### src/rtl/csr_file.sv
// Machine-mode CSR file: combinational EX read with WB bypass, WB commit,
// trap/mret sequencing, 64-bit cycle/instret counters and interrupt pending.
module csr_file #(
    parameter int              XLEN         = 32,
    parameter logic [XLEN-1:0] MTVEC_RESET  = XLEN'(40),
    parameter bit              MTVEC_VEC_EN = 1'b1,
    parameter bit              CNT_EN       = 1'b1
) (
    input  logic            clk,
    input  logic            rst_n,
    input  logic [11:0]     ex_csr_idx_i,
    output logic [XLEN-1:0] ex_csr_rdata_o,
    output logic            ex_csr_ill_o,
    input  logic            wb_csr_wen_i,
    input  logic [11:0]     wb_csr_idx_i,
    input  logic [XLEN-1:0] wb_csr_wdata_i,
    input  logic            trap_valid_i,
    input  logic            trap_is_irq_i,
    input  logic [4:0]      trap_cause_i,
    input  logic [XLEN-1:0] trap_pc_i,
    input  logic [XLEN-1:0] trap_tval_i,
    input  logic            mret_i,
    input  logic            instret_i,
    input  logic            irq_sw_i,
    input  logic            irq_timer_i,
    input  logic            irq_ext_i,
    output logic [XLEN-1:0] trap_target_o,
    output logic [XLEN-1:0] mepc_rdata_o,
    output logic            irq_pending_o
);

    localparam logic [11:0] A_MSTATUS   = 12'h300;
    localparam logic [11:0] A_MIE       = 12'h304;
    localparam logic [11:0] A_MTVEC     = 12'h305;
    localparam logic [11:0] A_MSCRATCH  = 12'h340;
    localparam logic [11:0] A_MEPC      = 12'h341;
    localparam logic [11:0] A_MCAUSE    = 12'h342;
    localparam logic [11:0] A_MTVAL     = 12'h343;
    localparam logic [11:0] A_MIP       = 12'h344;
    localparam logic [11:0] A_MCYCLE    = 12'hB00;
    localparam logic [11:0] A_MINSTRET  = 12'hB02;
    localparam logic [11:0] A_MCYCLEH   = 12'hB80;
    localparam logic [11:0] A_MINSTRETH = 12'hB82;

    // Counter bits covered by the low CSR; on XLEN=64 that is the whole counter.
    localparam logic [63:0] LO_MASK = (XLEN == 64) ? 64'hFFFF_FFFF_FFFF_FFFF
                                                   : 64'h0000_0000_FFFF_FFFF;

    logic            st_mie, st_mpie;
    logic [2:0]      mie_q, mip_q;
    logic [XLEN-1:0] mtvec_q, mscratch_q, mepc_q, mcause_q, mtval_q;
    logic [63:0]     mcycle_q, minstret_q, mcycle_d, minstret_d, wdata64;
    logic [XLEN-1:0] mstatus_view, mie_view, mip_view, trap_mcause, base;
    logic [XLEN-1:0] wb_val;
    logic            wb_ok, wr;
    logic [1:0]      mtvec_mode;

    always_comb begin
        mstatus_view        = '0;
        mstatus_view[12:11] = 2'b11;
        mstatus_view[7]     = st_mpie;
        mstatus_view[3]     = st_mie;
        mie_view            = '0;
        mie_view[3]         = mie_q[0];
        mie_view[7]         = mie_q[1];
        mie_view[11]        = mie_q[2];
        mip_view            = '0;
        mip_view[3]         = mip_q[0];
        mip_view[7]         = mip_q[1];
        mip_view[11]        = mip_q[2];
        trap_mcause         = '0;
        trap_mcause[XLEN-1] = trap_is_irq_i;
        trap_mcause[4:0]    = trap_cause_i;
    end

    // Legalise the WB write value once; the same value feeds commit and bypass.
    always_comb begin
        wb_ok      = 1'b0;
        wb_val     = wb_csr_wdata_i;
        mtvec_mode = wb_csr_wdata_i[1:0];
        if (mtvec_mode[1] || !MTVEC_VEC_EN) mtvec_mode = 2'b00;
        case (wb_csr_idx_i)
            A_MSTATUS: begin
                wb_ok          = 1'b1;
                wb_val         = '0;
                wb_val[12:11]  = 2'b11;
                wb_val[7]      = wb_csr_wdata_i[7];
                wb_val[3]      = wb_csr_wdata_i[3];
            end
            A_MIE: begin
                wb_ok      = 1'b1;
                wb_val     = '0;
                wb_val[3]  = wb_csr_wdata_i[3];
                wb_val[7]  = wb_csr_wdata_i[7];
                wb_val[11] = wb_csr_wdata_i[11];
            end
            A_MTVEC: begin
                wb_ok       = 1'b1;
                wb_val[1:0] = mtvec_mode;
            end
            A_MEPC: begin
                wb_ok       = 1'b1;
                wb_val[1:0] = 2'b00;
            end
            A_MSCRATCH, A_MCAUSE, A_MTVAL: wb_ok = 1'b1;
            A_MCYCLE, A_MINSTRET:          wb_ok = CNT_EN;
            A_MCYCLEH, A_MINSTRETH:        wb_ok = CNT_EN && (XLEN == 32);
            default: ;
        endcase
    end

    assign wr = wb_csr_wen_i && wb_ok;

    always_comb begin
        ex_csr_rdata_o = '0;
        ex_csr_ill_o   = 1'b0;
        case (ex_csr_idx_i)
            A_MSTATUS:  ex_csr_rdata_o = mstatus_view;
            A_MIE:      ex_csr_rdata_o = mie_view;
            A_MTVEC:    ex_csr_rdata_o = mtvec_q;
            A_MSCRATCH: ex_csr_rdata_o = mscratch_q;
            A_MEPC:     ex_csr_rdata_o = mepc_q;
            A_MCAUSE:   ex_csr_rdata_o = mcause_q;
            A_MTVAL:    ex_csr_rdata_o = mtval_q;
            A_MIP:      ex_csr_rdata_o = mip_view;
            A_MCYCLE:   ex_csr_rdata_o = mcycle_q[XLEN-1:0];
            A_MINSTRET: ex_csr_rdata_o = minstret_q[XLEN-1:0];
            A_MCYCLEH: begin
                if (XLEN == 32) ex_csr_rdata_o = XLEN'(mcycle_q >> 32);
                else            ex_csr_ill_o   = 1'b1;
            end
            A_MINSTRETH: begin
                if (XLEN == 32) ex_csr_rdata_o = XLEN'(minstret_q >> 32);
                else            ex_csr_ill_o   = 1'b1;
            end
            default: ex_csr_ill_o = 1'b1;
        endcase
        if (wr && wb_csr_idx_i == ex_csr_idx_i) ex_csr_rdata_o = wb_val;
    end

    // A write to either half of a counter suppresses that counter's increment.
    always_comb begin
        wdata64    = 64'(wb_csr_wdata_i);
        mcycle_d   = mcycle_q + 64'd1;
        minstret_d = minstret_q + 64'(instret_i);
        if (wr && wb_csr_idx_i == A_MCYCLE)
            mcycle_d = (mcycle_q & ~LO_MASK) | (wdata64 & LO_MASK);
        else if (wr && wb_csr_idx_i == A_MCYCLEH)
            mcycle_d = (mcycle_q & LO_MASK) | (wdata64 << 32);
        if (wr && wb_csr_idx_i == A_MINSTRET)
            minstret_d = (minstret_q & ~LO_MASK) | (wdata64 & LO_MASK);
        else if (wr && wb_csr_idx_i == A_MINSTRETH)
            minstret_d = (minstret_q & LO_MASK) | (wdata64 << 32);
        if (!CNT_EN) begin
            mcycle_d   = '0;
            minstret_d = '0;
        end
    end

    always_ff @(posedge clk or negedge rst_n) begin
        if (!rst_n) begin
            st_mie     <= 1'b0;
            st_mpie    <= 1'b0;
            mie_q      <= '0;
            mip_q      <= '0;
            mtvec_q    <= MTVEC_RESET;
            mscratch_q <= '0;
            mepc_q     <= '0;
            mcause_q   <= '0;
            mtval_q    <= '0;
            mcycle_q   <= '0;
            minstret_q <= '0;
        end else begin
            mip_q      <= {irq_ext_i, irq_timer_i, irq_sw_i};
            mcycle_q   <= mcycle_d;
            minstret_q <= minstret_d;
            if (trap_valid_i) begin
                st_mpie  <= st_mie;
                st_mie   <= 1'b0;
                mepc_q   <= {trap_pc_i[XLEN-1:2], 2'b00};
                mcause_q <= trap_mcause;
                mtval_q  <= trap_is_irq_i ? '0 : trap_tval_i;
            end else begin
                if (mret_i) begin
                    st_mie  <= st_mpie;
                    st_mpie <= 1'b1;
                end else if (wr && wb_csr_idx_i == A_MSTATUS) begin
                    st_mie  <= wb_val[3];
                    st_mpie <= wb_val[7];
                end
                if (wr && wb_csr_idx_i == A_MEPC)   mepc_q   <= wb_val;
                if (wr && wb_csr_idx_i == A_MCAUSE) mcause_q <= wb_val;
                if (wr && wb_csr_idx_i == A_MTVAL)  mtval_q  <= wb_val;
            end
            if (wr && wb_csr_idx_i == A_MIE)
                mie_q <= {wb_val[11], wb_val[7], wb_val[3]};
            if (wr && wb_csr_idx_i == A_MTVEC)    mtvec_q    <= wb_val;
            if (wr && wb_csr_idx_i == A_MSCRATCH) mscratch_q <= wb_val;
        end
    end

    always_comb begin
        base          = {mtvec_q[XLEN-1:2], 2'b00};
        trap_target_o = base;
        if (mtvec_q[1:0] == 2'b01 && trap_is_irq_i)
            trap_target_o = base + (XLEN'(trap_cause_i) << 2);
    end

    assign mepc_rdata_o  = mepc_q;
    assign irq_pending_o = st_mie & |(mip_q & mie_q);

endmodule
### config.mk
export PLATFORM = sky130hd
export DESIGN_NAME = csr_file
export DESIGN_NICKNAME = d
export VERILOG_FILES = /design/src/rtl/csr_file.sv
export SDC_FILE = /design/constraint.sdc
export NUM_CORES = 1
export LEC_CHECK = 0
export ABC_CLOCK_PERIOD_IN_PS = 6000
export CAP_MARGIN = 20
export CORE_AREA = 2 2 322 244
export CTS_BUF_LIST = sky130_fd_sc_hd__clkbuf_4 sky130_fd_sc_hd__clkbuf_8
export CTS_CLUSTER_SIZE = 24
export DETAILED_ROUTE_END_ITERATION = 6
export DIE_AREA = 0 0 324 246
export PLACE_DENSITY = 0.46
export SLEW_MARGIN = 20
export SYNTH_ARGS = -nofsm -noshare
export SYNTH_HDL_FRONTEND = slang
export SYNTH_SLANG_ARGS = --single-unit
### constraint.sdc
create_clock -name clk -period 6 [get_ports clk]
set_clock_uncertainty 0.2 [all_clocks]
set_input_delay 1.8 -clock clk [delete_from_list [all_inputs] [get_ports clk]]
set_output_delay 1.8 -clock clk [all_outputs]
set_load 0.005 [all_outputs]
# Word-level counts from Yosys, hierarchy flattened
# Index checks and enable logic that the tools add are counted.
# word_totals
register_bits	296
output_inout_bits	98
elab_cells	92
# classes
add_sub_neg	3
n_eq_ne	25
mux	25
bitwise	6
reduce_logical	22
# op_table
op	count
$pmux W32 S12	1
$mux W32	9
$mux W64	4
$eq A12 B10 Y1 const B	15
$or A32 B64 Y64	2
$or A64 B32 Y64	2
$eq A12 B12 Y1 const B	8
$add A64 B1 Y64	1
$add A64 B1 Y64 const B	1
$pmux W30 S2	1
$add A32 B7 Y32	1
$logic_and A1 B1 Y1	14
$eq A12 B12 Y1	1
$reduce_or A12 Y1	1
$reduce_or A11 Y1	1
$mux W1	9
$reduce_bool A2 Y1	3
$reduce_or A3 Y1	2
$pmux W2 S2	1
$and A3 B3 Y3	1
$reduce_bool A3 Y1	1
$eq A2 B1 Y1 const B	1
$and A1 B1 Y1	1

# Logic depth before layout (Yosys ltp)
# depth
depth_word	8
mapped_depth	9
ltp_nobuf	8

# Least setup slack after synthesis
# OpenSTA, ideal clock, no wires.
# synth_path
path_type	input to output
startpoint	input port ex_csr_idx_i[5]
endpoint	output port ex_csr_rdata_o[21]
arrival_time_ns	3.495
required_ns	4.000
path_slack_ns	0.505
path_stages	8
n_path_buf	2
path_cell_list	or4b_2 > clkbuf_1 > nor3_1 > buf_2 > nand2_1 > o221ai_1 > a221oi_1 > a21oi_1
# synth_via
elab_chain_len	3
# synth_lines
element	line_no	text
start: declaration	11	input logic [11:0] ex_csr_idx_i,
$eq A12 B12 Y1 (tied with other cells)	117	case (ex_csr_idx_i)
$pmux W32 S12 / $logic_and A1 B1 Y1 (equally long branches)	117, 138	
$mux W32 (*)	138	if (wr && wb_csr_idx_i == ex_csr_idx_i) ex_csr_rdata_o = wb_val;
end: declaration	12	output logic [XLEN-1:0] ex_csr_rdata_o,
# Mark *: on every way between the ends. The rest lies on a longest branch, timed or not.

# Worst setup path in the final report
# layout_path
startpoint	input port ex_csr_idx_i[3]
endpoint	output port ex_csr_rdata_o[8]
# Same word-level chain as after synthesis.

==> out/qor.csv <==
metric,value,unit
tightest_slew,1.17,ns
wl_per_cell,27.1,um
die-area,79700,um^2
synth-seq-cells,296,
firstDrtPassIters,5,
placed_area,24300,um^2
dp_slack,-1.19,ns
vdd_drop_max,0.000153,V
setup_viol,1,
power.internal,0.00359,W
total_power,0.00514,W
io_pins,233,
cts_htree_levels,2,
vias,21900,
max-slew-margin-rel,21.2,%
fin_cells,3880,
synth_edf_count,0,
via_per_inst,5.65,
slowest_stage,or4_4,
grt_pass1_wl,151000,um
p_leak,11.0,nW
hold_buffers,0,
layout_common_cells,"nand2_1 (318), buf_4 (300), dfrtp_1 (294)",
netlist_area,19000,um^2
power_density,193,nW/um^2
seqPwrFrac,43.9,%
clockBufferDepth,3,
post-route-drc-count,0,
dp_cells,3740,
cts_tree,done,
fin_nets,2948,
crit_family,simple AND/OR/NAND/NOR gates,
yosys.area.top_type,dfrtp_1,
grt_usage,25.9,%
hold-path-cell-count,2,
crit_fanout,6,
final_common_cell,nand2_1,
start_kind,input port,
cts.sinks,296,
crit_chain,"clkbuf_2, buf_6, buf_12, or4_4, nor3_4, buf_6, buf_4, nand2_1, o21ai_1, a221oi_1, a31oi_2, buf_2",
dr.first_iter.drc_count,2845,
setup_slack,-0.00551,ns
dp_hpwl,79400,um
io_buffer_count,228,
finalCritPeriodShare,100,%
path_buf_inv,6,
drive_gt1_share,23.7,%
required,4.00,ns
crit_top_cell,buf_6,
first_global_vias,21000,
cp-end-kind,output port,
final_area,26600,um^2
cts_buffers,52,
pwr-share-clk,42.0,%
final-hold-violation-count,0,
path_depth,12,
r2r_slack,2.44,ns
reg2reg_depth,7,
die_height,246,um
slew_viol_final,0,
worstSetupPathType,input port to output port,
place_congestion,0.937,
swShare,30.2,%
status,"complete, but fails checks",
cts_root_buf,clkbuf_8,
core,76500,um^2
cpPeakStageDelay,0.56,ns
grt_max_degree,93,
area_growth,40.2,%
synth_cell_type_count,80,
synthTopCellsByArea,"dfrtp_1 (39%), nand2_1 (6.4%), o21ai_0 (6.0%)",
clkLatencyLatePin,0.70,ns
die_w,324,um
rows,88,
violations,setup timing,
p_sw,0.00155,W
cts.clk_slew.worst_paths,0.06,ns
antenna_cells,0,
pwr-share-comb,14.1,%
async_flop_share,100,%
max_freq,167,MHz
initial_utilization,24.8,%
min_period,6.01,ns
antenna_found_initial,3,
netlist_instances,2370,
syn_area_per_cell,8.01,um^2
max_cap_viol_count,0,
gr-total-overflow,0,
arrival,4.01,ns
ys.flop_type,dfrtp_1,
holdWs,0.275,ns
routed_wirelength,105000,um
min_path_type,flip-flop to flip-flop,
synth.top_cell.area_share,38.8,%
ys_seq_area_share,39.0,%
detail-route-antenna-nets,0,
n_fill_cell,8045,
yosysWarningCount,0,
-- state kept, by name, summed over array words and instances, names as in the netlist, 32 cells and up --
name          flops
mscratch_q       32
mcause_q         32
mtval_q          32
mepc_rdata_o     32
mcycle_q         64
minstret_q       64
mtvec_q          32
-- worst reg2reg max path: stages (launching register included) --
cell and delay [ns]:
dfrtp_1 0.51, ha_1 0.24, nand3_1 0.34, nor3_1 0.66, and3_1 0.48, nand4_1 0.46
o311ai_0 0.50, nand2b_1 0.09
-- logic make-up (layout without fill, tap and decap cells) --
| kind of cell | count (synthesis) | count (layout) | share of synthesized area, % |
|---|---|---|---|
| simple gates | 944 | 944 | 23.8 |
| compound gates | 768 | 768 | 25.5 |
| buf+inv | 236 | 710 | 4.99 |
| other cells | 1 | 2 | 0.0198 |
| flops | 296 | 296 | 39.0 |
| xor+xnor | 43 | 43 | 1.98 |
| mux | 73 | 73 | 4.05 |
| fa+ha+maj | 9 | 9 | 0.633 |
-- metal layers --
layer / vias up / share of wire, % / global-route usage, %
met5: - / 0.020 / 0
met4: 4 / 2.5 / 6.71
met3: 148 / 8.6 / 4.39
met2: 1131 / 41 / 36.6
met1: 11000 / 48 / 40.0
li1: 9640 / - / -
-- Yosys cell counts, types with 13 or more instances --
library cell and instances:
and4_1 14, o21ai_0 228, o22ai_1 27, nand4_1 50, xor2_1 27, inv_1 36, o31ai_1 13, mux2i_1 42
nor2_1 243, nor4_1 27, nand2_1 324, a311oi_1 28, xnor2_1 16, clkbuf_1 150, a21oi_1 208, nand3_1 102
nor3_1 65, a221oi_1 24, a31oi_1 28, and2_1 14, a211oi_1 30, and3_1 20, a22oi_1 56, dfrtp_1 294
nor2b_1 15, mux2_2 31, buf_2 35
-- final timing paths --
path | start | to
max in group asynchronous | rst_n | mcycle_q[2]
max | ex_csr_idx_i[3] | ex_csr_rdata_o[8]
min reg2reg | mscratch_q[6] | mscratch_q[6]
max reg2reg | mcycle_q[0] | mcycle_q[60]
min in group asynchronous | rst_n | mcycle_q[24]
min | mscratch_q[6] | mscratch_q[6]
-- power groups by stage --
stage               registers [W]  clock network [W]  logic [W]
floorplan                 0.00221                  0   0.000291
global placement          0.00228                  0   0.000685
detailed placement        0.00229                  0   0.000691
CTS                       0.00225            0.00220   0.000715
global route              0.00227            0.00229   0.000775
finish                    0.00226            0.00215   0.000725
-- stage by stage --
stage,utilization [%],TNS [ns]
after floorplan,-,0
after global placement,31.8,-41.74
after detailed placement,31.8,-41.34
after CTS,34.6,-0.172
after global routing,34.8,-0.0514
final,34.8,-0.00551
-- timing repair --
item,CTS,global route
endpoints found under the hold margin,0,0
gates cloned,2,0
gates resized for setup,324,88
endpoints found under the setup margin,59,51
pin swaps,65,35
buffers inserted,39,12
-- layout make-up --
class / instances / area (um^2) / area share [%]
Clock buffer: 85 / 1070 / 4.02
Clock inverter: 10 / 88.8 / 0.334
Inverter: 36 / 135 / 0.508
Multi-Input combinational cell: 1839 / 11400 / 42.9
Sequential cell: 296 / 7410 / 27.8
Tap cell: 1035 / 1290 / 4.87
Timing Repair Buffer: 579 / 5190 / 19.5
Power figures use the tool's default switching activity.
